<file path="src/rtl/lifo_arbiter.sv">
// lifo_arbiter: shares one Lifo stack between two push/pop requesters.
//   Grants one transaction at a time (IDLE -> ISSUE -> DONE), drives the Lifo
//   rd/wr strobes, captures pop data and flags push-when-full / pop-when-empty.
//   Latency: req sampled at edge k, strobe in cycle k+1, ack in cycle k+2;
//   one transaction per 3 cycles.
//   Backpressure: a requester holds req/op/wdata until its ack pulse.
// Ports:
//   clk, CPU_RESETN            clock, async active-low reset
//   req0/op0/wdata0            port 0 request (op 1 = push, 0 = pop)
//   req1/op1/wdata1            port 1 request
//   ack0, ack1, err, rdata     completion pulse, reject flag, pop result
//   busy                       transaction in flight
//   lifo_rd/lifo_wr/lifo_w_data, lifo_r_data/lifo_full/lifo_empty  Lifo side
// Build option: define LIFO_ARB_FIXED_PRIO_EN to make port 0 always win on
//   contention (round-robin pointer removed); default is round-robin.
module lifo_arbiter #(
  parameter int B = 3,
  parameter int W = 2
) (
  input  logic         clk,
  input  logic         CPU_RESETN,
  input  logic         req0,
  input  logic         op0,
  input  logic [B-1:0] wdata0,
  input  logic         req1,
  input  logic         op1,
  input  logic [B-1:0] wdata1,
  output logic         ack0,
  output logic         ack1,
  output logic         err,
  output logic [B-1:0] rdata,
  output logic         busy,
  output logic         lifo_rd,
  output logic         lifo_wr,
  output logic [B-1:0] lifo_w_data,
  input  logic [B-1:0] lifo_r_data,
  input  logic         lifo_full,
  input  logic         lifo_empty
);

  typedef enum logic [1:0] {
    S_IDLE  = 2'd0,
    S_ISSUE = 2'd1,
    S_DONE  = 2'd2
  } state_t;

  localparam logic [W:0] DEPTH = (W+1)'(1 << W);

  state_t         r_state;
  state_t         w_next;
  logic           r_gnt;      // granted port of the in-flight transaction
  logic           r_op;       // 1 = push
  logic [B-1:0]   r_wdata;
  logic           r_full;     // full/empty snapshot taken at grant time
  logic           r_empty;
  logic           r_err;
  logic [B-1:0]   r_rdata;
  logic [W:0]     r_occ;      // local occupancy, backs up the Lifo flags

  logic           w_any;
  logic           w_win;
  logic           w_full;
  logic           w_empty;
  logic           w_push_ok;
  logic           w_pop_ok;

  assign w_any   = req0 | req1;
  // Either the Lifo's own flag or our occupancy count can block an operation,
  // so a stale or glitching flag never lets the stack over/underflow.
  assign w_full  = lifo_full  | (r_occ == DEPTH);
  assign w_empty = lifo_empty | (r_occ == '0);

`ifdef LIFO_ARB_FIXED_PRIO_EN
  // Port 0 wins whenever it requests.
  assign w_win = ~req0;
`else
  logic r_ptr;  // preferred port on contention
  assign w_win = (req0 & req1) ? r_ptr : req1;

  always_ff @(posedge clk or negedge CPU_RESETN) begin
    if (!CPU_RESETN) begin
      r_ptr <= 1'b0;
    end else if (r_state == S_DONE) begin
      r_ptr <= ~r_gnt;
    end
  end
`endif

  // Strobes are decoded from the state register, so an async reset drops
  // them immediately.
  assign w_push_ok = (r_state == S_ISSUE) &  r_op & ~r_full;
  assign w_pop_ok  = (r_state == S_ISSUE) & ~r_op & ~r_empty;

  // State register
  always_ff @(posedge clk or negedge CPU_RESETN) begin
    if (!CPU_RESETN) begin
      r_state <= S_IDLE;
    end else begin
      r_state <= w_next;
    end
  end

  // Next state and outputs
  always_comb begin
    w_next      = r_state;
    ack0        = 1'b0;
    ack1        = 1'b0;
    err         = 1'b0;
    busy        = 1'b0;
    lifo_wr     = 1'b0;
    lifo_rd     = 1'b0;
    lifo_w_data = r_wdata;
    rdata       = r_rdata;
    case (r_state)
      S_IDLE: begin
        if (w_any) begin
          w_next = S_ISSUE;
        end
      end
      S_ISSUE: begin
        busy    = 1'b1;
        lifo_wr = w_push_ok;
        lifo_rd = w_pop_ok;
        w_next  = S_DONE;
      end
      S_DONE: begin
        busy   = 1'b1;
        ack0   = ~r_gnt;
        ack1   = r_gnt;
        err    = r_err;
        w_next = S_IDLE;
      end
      default: begin
        w_next = S_IDLE;
      end
    endcase
  end

  // Transaction datapath
  always_ff @(posedge clk or negedge CPU_RESETN) begin
    if (!CPU_RESETN) begin
      r_gnt   <= 1'b0;
      r_op    <= 1'b0;
      r_wdata <= '0;
      r_full  <= 1'b0;
      r_empty <= 1'b0;
      r_err   <= 1'b0;
      r_rdata <= '0;
      r_occ   <= '0;
    end else begin
      case (r_state)
        S_IDLE: begin
          if (w_any) begin
            r_gnt   <= w_win;
            r_op    <= w_win ? op1 : op0;
            r_wdata <= w_win ? wdata1 : wdata0;
            r_full  <= w_full;
            r_empty <= w_empty;
          end
        end
        S_ISSUE: begin
          r_err <= r_op ? r_full : r_empty;
          if (w_pop_ok) begin
            // Lifo data is combinational: this is the pre-pop top of stack.
            r_rdata <= lifo_r_data;
            r_occ   <= r_occ - 1'b1;
          end else if (w_push_ok) begin
            r_occ   <= r_occ + 1'b1;
          end
        end
        default: begin
        end
      endcase
    end
  end

endmodule
</file>
<file path="config.mk">
export PLATFORM = sky130hd
export DESIGN_NAME = lifo_arbiter
export DESIGN_NICKNAME = d
export VERILOG_FILES = /design/src/rtl/lifo_arbiter.sv
export SDC_FILE = /design/constraint.sdc
export NUM_CORES = 1
export LEC_CHECK = 0
export BUFFER_PORTS_ARGS = -buffer_cell sky130_fd_sc_hd__buf_2
export CAP_MARGIN = 25
export CORE_UTILIZATION = 42
export CTS_CLUSTER_SIZE = 14
export DETAILED_ROUTE_END_ITERATION = 16
export GPL_ROUTABILITY_DRIVEN = 0
export PLACE_DENSITY_LB_ADDON = 0.3
export SYNTH_ARGS = -nofsm -noshare
export SYNTH_HDL_FRONTEND = slang
export SYNTH_SLANG_ARGS = --single-unit
</file>
<file path="constraint.sdc">
create_clock -name clk -period 1.8 [get_ports clk]
set_input_delay 0.09 -clock clk [delete_from_list [all_inputs] [get_ports clk]]
set_output_delay 0.09 -clock clk [all_outputs]
set_load 0.02 [all_outputs]
</file>
* Yosys cells after proc, flatten, opt, wreduce, memory -nomap -nowiden
Index checks and enable logic that the tools add are counted.
** Cells by class
- $add $sub $neg :: 2
- $mul :: 0
- Div/mod/pow operators :: 0
- $lt $le $gt $ge :: 0
- Equal/unequal tests :: 4
- Shifts and indexed selects :: 0
- Multiplexer cells :: 14
- Bitwise operators :: 12
- Reduce and logical (&&, ||, !) cells :: 7
** Operators by type and width (count)
- 1-bit two-way mux :: 9
- 3-bit two-way mux :: 3
- 2-bit AND reduction :: 3
- 1-bit bitwise AND :: 5
- 1-bit inverter :: 4
- 2-bit one-hot mux with 2 select lines :: 1
- 3-bit by 1-bit adder with 3-bit output, second input constant :: 1
- 3-bit == test, second input constant :: 1
- 3-bit logical NOT :: 1
- 1-bit bitwise OR :: 3
- 3-bit by 1-bit subtractor with 3-bit output, second input constant :: 1
- 2-bit by 1-bit == test with 1-bit output, second input constant :: 1
- 2-bit == test, second input constant :: 1
- 2-bit logical NOT :: 1
- 2-bit two-way mux :: 1
- 2-bit != test, second input constant :: 1
- 2-bit nonzero test :: 1
- 2-bit OR reduction :: 1
** Word-level totals
- Register bits after elaboration :: 17
- Latch bits :: 0
- Memory bits (writable) :: 0
- Bits in read-only memories :: 0
- Bits of input ports :: 17
- Output and inout port bits :: 12
- Word-level logic and storage cells :: 49
- Memories :: 0

* Depth between registers and ports, before layout
- Word-level depth :: 5
- Gate-level depth with buffers :: 8
- Mapped depth without buffers :: 8

* Worst setup path before layout
Ideal clock, no wire load.
- Kind :: flip-flop to flip-flop
- Start :: register r_state[1]
- End :: register r_occ[1]
- Library setup time :: 125 ps
- Arrival :: 1716 ps
- Data required time :: 1675 ps
- Setup slack :: -40 ps
- Cell stages (with the launch flop) :: 7
- Buffers on the path :: 0
- Period minus slack after synthesis :: 1840 ps
- Cells stage by stage :: dfrtp_1 inv_1 ha_1 nor3b_4 xor2_1 ha_1 mux2_2
** Between the ends
- Cells in the longest elaborated chain, start to end :: 5
- Elaborated cells between the ends (all ways) :: 8
- Classes of those cells :: eq/ne (1); mux (1); bitwise (4); reduce/logical (2)
** RTL lines
- from (decl) :: line 49 : state_t r_state;
- from (signal assigned) :: line 99 : r_state <= w_next;
- 2-bit by 1-bit == test with 1-bit output (*) :: line 91, 92, 151
- 1-bit bitwise AND, on equally long branches (2 in a row) :: line 91, 92
- 2-bit nonzero test (no line)
- 2-bit AND reduction (no line)
- to (signal assigned) :: line 166 : r_occ <= r_occ - 1'b1;
- to (signal assigned) :: line 168 : r_occ <= r_occ + 1'b1;
- to (decl) :: line 58 : logic [W:0] r_occ;
Every way passes the cells marked *; elsewhere a longest branch is shown, timed or not.
A chain may end at the register's enable or synchronous reset.

* Worst setup path after layout
Ends and elaborated chain as after synthesis.

==> summary.md <==
The flow ran to the end, and the final reports show no timing, DRC or antenna violations. The tools report the count of routing violations after the opening detailed-route iteration as 11. The fraction of registers with async set/reset came out at 1.00.

The root buffer cell chosen for the clock tree is clkbuf_4. IR analysis of the VDD net gives a maximum drop of 0.852 mV. The count of buffers added on input and output ports is 28.

The tools report the total of max-cap violations as 0. The clock-pin slew on the worst setup and hold paths is 0.09 ns. The average wire per cell in the routed design works out to 11.3 um.

The final hold violation count was 0. For the die area, the log shows 0.00219 mm^2. Along the worst path, the maximum fanout reaches 4. The analysis attributes to cell leakage a power of 0.515 nW.

The count of H-tree levels built during CTS is 1, and the synthesis-stage register bit count is 17. The number of optimization iterations in the first detailed-route pass came out at 4. Initial antenna violation count: 0. Total length of routed wires: 1.54 mm. The worst setup path is launched from a flop. By startpoint and endpoint, the worst setup path is classified as flop to flop. The number of antenna diodes in the final layout is 0. The logs give 0 ns for the total negative slack for setup checks and 1.98 ns for the critical path required time.

The logs give 0.741 for the headroom to the max-slew limit and 678 for the via count. The y dimension of the die is 46.8 um. The critical path buffer and inverter count was 1; the number of global-route vias before repair was 593. The number of flops mapped to enable cells by yosys was 0; the aggregate global routing overflow was 0. The largest individual stage delay along the critical path comes from the cell dfrtp_1. In this run the horizontal extent of the chip is 46.8 um. Final hold analysis gives a worst-case slack of 0.0279 ns. For the starting utilization of the core area, the log shows 0.467. In this run the standard cell core region covers 0.00180 mm^2. The minimum clock period after layout was 1.62 ns.

Detailed placement finished with a half-perimeter wire length of 1.17 mm. The largest incremental delay on the critical path was 0.41 ns. The number of gates resized after CTS was 0. Entering global routing, the biggest net connects 18 pins. 29 I/O pins were placed. The post-layout instance count excluding filler cells was 136; the synthesized area divided by synthesized cell count was 10.8 um^2.

The longest clock path from root to sink contains 2 buffers. Walking the worst path, the cells encountered are inv_2 -> ha_4 -> nor3b_4 -> xor2_1 -> ha_1 -> mux2_2. For the number of warning messages in the yosys log, the log shows 0.

Based on the critical path, the design can be clocked at up to 617 MHz. In this run, distinct cell masters in the synthesized netlist total 24. The power density relative to cell area was 1740 mW/mm^2; the actual transition at the worst max-transition pin was 0.388 ns. TritonCTS built the clock tree. The synthesis-to-finish area growth is 26.4%. The share of final-layout standard cells stronger than drive strength 1 is 0.378, and the global routing usage summed across all routing layers is 0.163.

For the clock latency on the worst-skew pair, the log shows 0.29 ns. The share of the clock period used by the worst path is 0.900. The number of nets in the synthesized netlist is 100. Summing every instance area after synthesis gives 842 um^2.

After detailed routing, the number of remaining DRC violations is 0. Setup repair after global routing left no endpoint under its margin. The portion of the post-synthesis area used by sequential elements is 0.505. On the critical path the largest part of the delay comes from flip-flops.

In this run the core area contains 15 standard-cell rows. The remaining number of nets flagged by the antenna check after routing was 0; the worst endpoint data arrival time was 1.80 ns. The synthesized instance count is 78, and the setup violation total in the final timing report is 0. The first global-routing pass estimated 2.50 mm of wire. The path type of the worst min-delay path was primary input to flop. Dividing the detail-routed via count by the number of cells gives 4.99.

The run gives 134 as the number of nets in the layout. Counting the fill cells in the layout gives 176. Leaving out fill and tap cells, the most frequent cells in the layout are buf_2 (28), dfrtp_1 (17), nor2_1 (9). The run gives 0 as the count of pins over their slew limit. The number of cells in the design after placement is 131.

The library cell used most frequently in the layout, excluding fill and tap cells, is buf_2. The prevailing post-synth register cell was dfrtp_1. Count of clock tree sinks: 17.

The final worst clock skew is 0.00438 ns, and the number of buffers inserted during clock tree synthesis is 3. The worst setup path is captured at a flop. For flop-to-flop paths, the worst setup slack is 0.18 ns.
[flip-flops by register name, summed over array words and instances, names as in the netlist]
name	flops
rdata	3
lifo_w_data	3
r_err	1
r_ptr	1
r_full	1
r_op	1
r_state	2
r_occ	3
r_empty	1
r_gnt	1
[through the flow]
step	util	instance area (um^2)	setup WS [ns]	total power [mW]
floorplan	-	855	0.0215	1.40
global placement	0.571	1030	0.244	1.64
detailed placement	0.571	1030	0.194	1.66
CTS	0.591	1060	0.175	1.87
global route	0.591	1060	0.0520	2.02
finish	0.591	1060	0.180	1.85
[layout make-up]
cell class	instances	area [um^2]	area share
Multi-Input combinational cell	57	413	0.388
Sequential cell	17	425	0.400
Clock buffer	4	26.3	0.0247
Inverter	3	11.3	0.0106
Timing Repair Buffer	30	158	0.148
Tap cell	25	31.3	0.0294
[worst reg2reg max path, stage by stage, from the launching register on]
cell and delay, ns:
dfrtp_1 0.41, inv_2 0.10, ha_4 0.14, nor3b_4 0.20, xor2_1 0.16, ha_1 0.24
mux2_2 0.26
[cells by family after synthesis]
kind of cell | share of synthesized area
compound gates | 0.152
xor+xnor | 0.0312
fa+ha+maj | 0.0743
buf+inv | 0.0193
flops | 0.505
mux | 0.0787
simple gates | 0.140
[Yosys cell counts, types with 2 or more instances]
library cell / number / area share
nand2_1: 5 / 0.022
mux2_2: 5 / 0.067
xnor2_1: 2 / 0.021
ha_1: 5 / 0.074
a31oi_1: 4 / 0.030
nor2_1: 9 / 0.040
nor2b_1: 2 / 0.015
dfrtp_1: 17 / 0.51
and2_1: 2 / 0.015
inv_1: 3 / 0.013
o21a_1: 2 / 0.018
o21ai_0: 6 / 0.036
a21oi_1: 5 / 0.030
[final timing paths]
path / startpoint / to / depth (start not counted)
setup / recovery: r_state[1] / r_occ[1] / 6
hold reg to reg: r_err / r_err / 1
min in group asynchronous: CPU_RESETN / r_state[1] / 2
setup reg to reg: r_state[1] / r_occ[1] / 6
hold / removal: lifo_r_data[1] / rdata[1] / 2
max in group asynchronous: CPU_RESETN / rdata[0] / 2
[layer usage]
layer / vias to the layer above / track usage / part of all wire
li1: 337 / - / -
met1: 319 / 0.227 / 0.47
met2: 22 / 0.247 / 0.46
met3: 0 / 0.0692 / 0.066
met4: 0 / 0.0171 / 0
met5: - / 0 / 0
[report_power, final]
group | leakage, nW | total [mW] | internal, mW | switching (mW)
combinational | 0.301 | 0.909 | 0.416 | 0.493
sequential | 0.199 | 0.737 | 0.578 | 0.159
clock | 0.0150 | 0.201 | 0.0862 | 0.115
total | 0.515 | 1.85 | 1.08 | 0.767
[timing repair]
action | CTS | global route
endpoints found under the hold margin | 17 | 0
hold buffers | 1 | 0
buffers inserted | 0 | 0
(Power assumes the default switching activity.)
